## src/rtl/syn_updown_counter_mod.sv

```systemverilog
// Parametrised synchronous up/down counter with load, wrap or saturate at the
// bounds, a combinational terminal count for cascading and registered pulse flags.
module syn_updown_counter_mod #(
  parameter int               WIDTH    = 4,
  parameter longint unsigned  MODULUS  = 16,
  parameter bit               SATURATE = 1'b0
) (
  input  logic             clk,
  input  logic             reset,
  input  logic             en,
  input  logic             up_dn,
  input  logic             load,
  input  logic [WIDTH-1:0] load_val,
  output logic [WIDTH-1:0] Q,
  output logic             tc,
  output logic             ovf,
  output logic             load_err
);

  localparam logic [WIDTH-1:0] MAX = WIDTH'(MODULUS - 1);

  logic at_max;
  logic at_zero;

  assign at_max  = (Q == MAX);
  assign at_zero = (Q == '0);

  // tc is exactly the "this enabled edge hits a bound" condition, so it also drives ovf
  assign tc = en & ((up_dn & at_max) | (~up_dn & at_zero));

  always_ff @(posedge clk) begin
    if (reset) begin
      Q        <= '0;
      ovf      <= 1'b0;
      load_err <= 1'b0;
    end else if (load) begin
      ovf <= 1'b0;
      if (load_val > MAX) begin
        Q        <= MAX;
        load_err <= 1'b1;
      end else begin
        Q        <= load_val;
        load_err <= 1'b0;
      end
    end else begin
      load_err <= 1'b0;
      ovf      <= tc;
      if (en) begin
        if (up_dn) begin
          if (!at_max)
            Q <= Q + WIDTH'(1);
          else if (!SATURATE)
            Q <= '0;
        end else begin
          if (!at_zero)
            Q <= Q - WIDTH'(1);
          else if (!SATURATE)
            Q <= MAX;
        end
      end
    end
  end

endmodule

```

## config.mk

```make
export PLATFORM = sky130hd
export DESIGN_NAME = syn_updown_counter_mod
export DESIGN_NICKNAME = d
export VERILOG_FILES = /design/src/rtl/syn_updown_counter_mod.sv
export SDC_FILE = /design/constraint.sdc
export NUM_CORES = 1
export LEC_CHECK = 0
export CORE_AREA = 2 2 39 41
export CTS_CLUSTER_SIZE = 40
export DETAILED_ROUTE_END_ITERATION = 12
export DIE_AREA = 0 0 41 43
export SKIP_LAST_GASP = 1
export SYNTH_ARGS = -nofsm -noshare
export SYNTH_HDL_FRONTEND = slang
export SYNTH_SLANG_ARGS = --single-unit
```

## constraint.sdc

```tcl
create_clock -name clk -period 1.7 [get_ports clk]
set_input_delay 0.34 -clock clk [delete_from_list [all_inputs] [get_ports clk]]
set_output_delay 0.34 -clock clk [all_outputs]
set_load 0.005 [all_outputs]
```

==> results.md <==
* Minimum clock period at 1660 ps
* DR iter-0 viols at 4
* Grt ovf at 0
* Top-area cell type share of the netlist area at 0.265
* H-tree depth at 1
* Clock slew at reported path FFs at around 40 ps
* Max rail drop VDD at 473 uV
* Drt pass-1 iters at 2
* Final Hold Slack at 661 ps
* Setup repair after global routing missed its margin: yes
* Setup ws final at a little over 40 ps
* Most frequent cell after synthesis: nand2_1
* Clk sinks at 5
* Clock latency on the worst-skew pair at between 200 and 250 ps
* WP data required at 1360 ps
* Vias at approximately 400
* NetSw at 113 uW
* TritonCTS Buffers at 3
* Clock root buffer: clkbuf_4
* Hold crit path type: in -> reg
* Kind of critical path: reg -> out
* CTS tree: done
* Final ANT Viol Nets at 0
* Share of layout cells above drive strength 1 at 0.387
* Number of port buffers at 14
* Ys flop type: dfxtp_1
* Power density cells at 628 nW/um2
* Final std cells w/o fill at 91
* Reg power frac at 0.320
* Die Span Y at 43 um
* DIE AREA at 1760 um2
* Core Region at 1380 um2
* Lkg Pwr at 0.000303 uW
* Critical Path AT at approximately 1300 ps
* Worst slack, placed at -420 ps
* Dpl hpwl at between 600 and 700 um
* GR Util All Layers at 0.122
* Final net count at just under 90
* Final setup viols at 0
* Final GP Congestion at 0.706
* Die width at 41 um
* Routed WL at 888 um
* Post-synthesis cell count at 46
* Part of the cycle the worst path needs at 0.976
* DP Area at about 620 um2
* Initial antenna violation count at 0
* Syn_area_per_cell at 8.21 um2
* ANT cells at 0
* Startpoint Class: register
* Synth-to-Final Area Change at 78.8%
* Max-slew violation count at 0
* Initial core utilization at 0.273
* Status: finished, final reports clean
* Clock network power share at 0.309
* Max Cap Viol at 0
* Total I/O pin count at 16
* Sequential area share after synthesis at 0.265
* CP Capture Type: output pin
* Sw frac at 0.267
* Vias in the first global route at 348
* Site row count at 14
* Yosys reg bits at 5
* P_int at ~310 uW
* Final instance area at roughly 680 um2
* Filler Cell Count at approximately 150
* Largest net degree at the start of global routing at 7
* Routed WL per cell at 9.76 um
* Synth async-reset ratio at 0
* Crit-path max FO at 6
* Global-route wire length before repair at 1420 um
* CTS Buffer Depth at 2
* Post-synth top area cell: dfxtp_1
* Synth unique cells at 25
* Vias per inst at between 4 and 5
* Synthesized area at 378 um2
* Synth warn at 0
* Gate power share at 0.371
* Top cells by area, synth: dfxtp_1 (26%), a21oi_1 (6.6%), ha_1 (6.6%)
* Residual DRC count at 0
* Fmax at 603 MHz
* Post-Syn Nets at 57
* Fin. Hold Viols at 0
* Most instantiated cells after synthesis: nand2_1 (6), a21oi_1 (5), dfxtp_1 (5), inv_1 (4)
* Post-synth EDFFs at 0
* Clk_skew at 1.12 ps
* Placed Instances at 86
metal layers:
metal / up-vias / share of wire / GRT usage
met3: 2 / 0.045 / 0.0314
met1: 171 / 0.47 / 0.163
met2: 9 / 0.48 / 0.166
met4: 0 / 0.0045 / 0.0800
li1: 219 / - / -
met5: - / 0 / 0
layout make-up:
type / instances / area, um2 / area share
well taps: 16 / 20.0 / 0.0296
flip-flops and latches: 5 / 101 / 0.150
multi-input cells: 34 / 272 / 0.402
inverters: 4 / 15.0 / 0.0222
repair buffers: 28 / 241 / 0.357
clock buffers: 4 / 26.3 / 0.0389
power groups by stage:
stage | Clock [uW] | Sequential, uW | Combinational (uW)
6_report | 131 | 136 | 157
2_1_floorplan | 0 | 139 | 63.9
4_1_cts | 139 | 134 | 157
3_5_place_dp | 0 | 135 | 148
5_1_grt | 152 | 137 | 172
3_3_place_gp | 0 | 135 | 146
flip-flops by register name, summed over array words and instances, names as in the netlist:
register,count
ovf,1
Q,4
cells in the final DEF (no fill, tap or decap), types with 2 or more instances in the layout:
cell	n
buf_4	14
a21oi_1	5
dfxtp_1	4
nand2_1	6
xor2_1	2
inv_2	2
clkbuf_4	3
clkdlybuf4s50_1	11
inv_1	2
nor2_1	2
per-stage QoR:
step / utilization / setup TNS (ps) / total power [uW]
3_5_place_dp: 0.445 / -420 / 282
2_1_floorplan: - / 0 / 203
4_1_cts: 0.482 / 0 / 430
5_1_grt: 0.488 / -34.9 / 461
6_report: 0.488 / 0 / 424
3_3_place_gp: 0.445 / -398 / 281
path summary, 6_finish.rpt:
kind	startpoint	endpoint	slack, ps	depth (start not counted)
max reg2reg	Q[0]$_SDFFE_PP0P_	Q[3]$_SDFFE_PP0P_	380	6
min	load_val[0]	Q[0]$_SDFFE_PP0P_	660	3
min reg2reg	Q[1]$_SDFFE_PP0P_	Q[1]$_SDFFE_PP0P_	700	5
max	Q[3]$_SDFFE_PP0P_	Q[3]	40	2
logic make-up (layout without fill, tap and decap cells):
kind of cell | count (synthesis) | in the layout | synth area share
other cells | 1 | 1 | 0.00992
flops | 5 | 5 | 0.265
mux | 1 | 1 | 0.0265
fa+ha+maj | 2 | 2 | 0.0662
xor+xnor | 3 | 3 | 0.0695
compound gates | 13 | 13 | 0.258
buf+inv | 7 | 36 | 0.0927
simple gates | 14 | 14 | 0.212
critical path, cell delays in order (launching register included):
cell and delay, ps:
dfxtp_1 410, buf_4 180, clkdlybuf4s50_1 490
what timing repair did:
action | 4_1_cts | 5_1_grt
setup endpoints to repair | 1 | 2
gates resized for setup | 12 | 2
hold buffers | 0 | 0
buffers inserted | 1 | 0
pin swaps | 2 | 0
No activity file was read; power rests on OpenSTA's default activity.
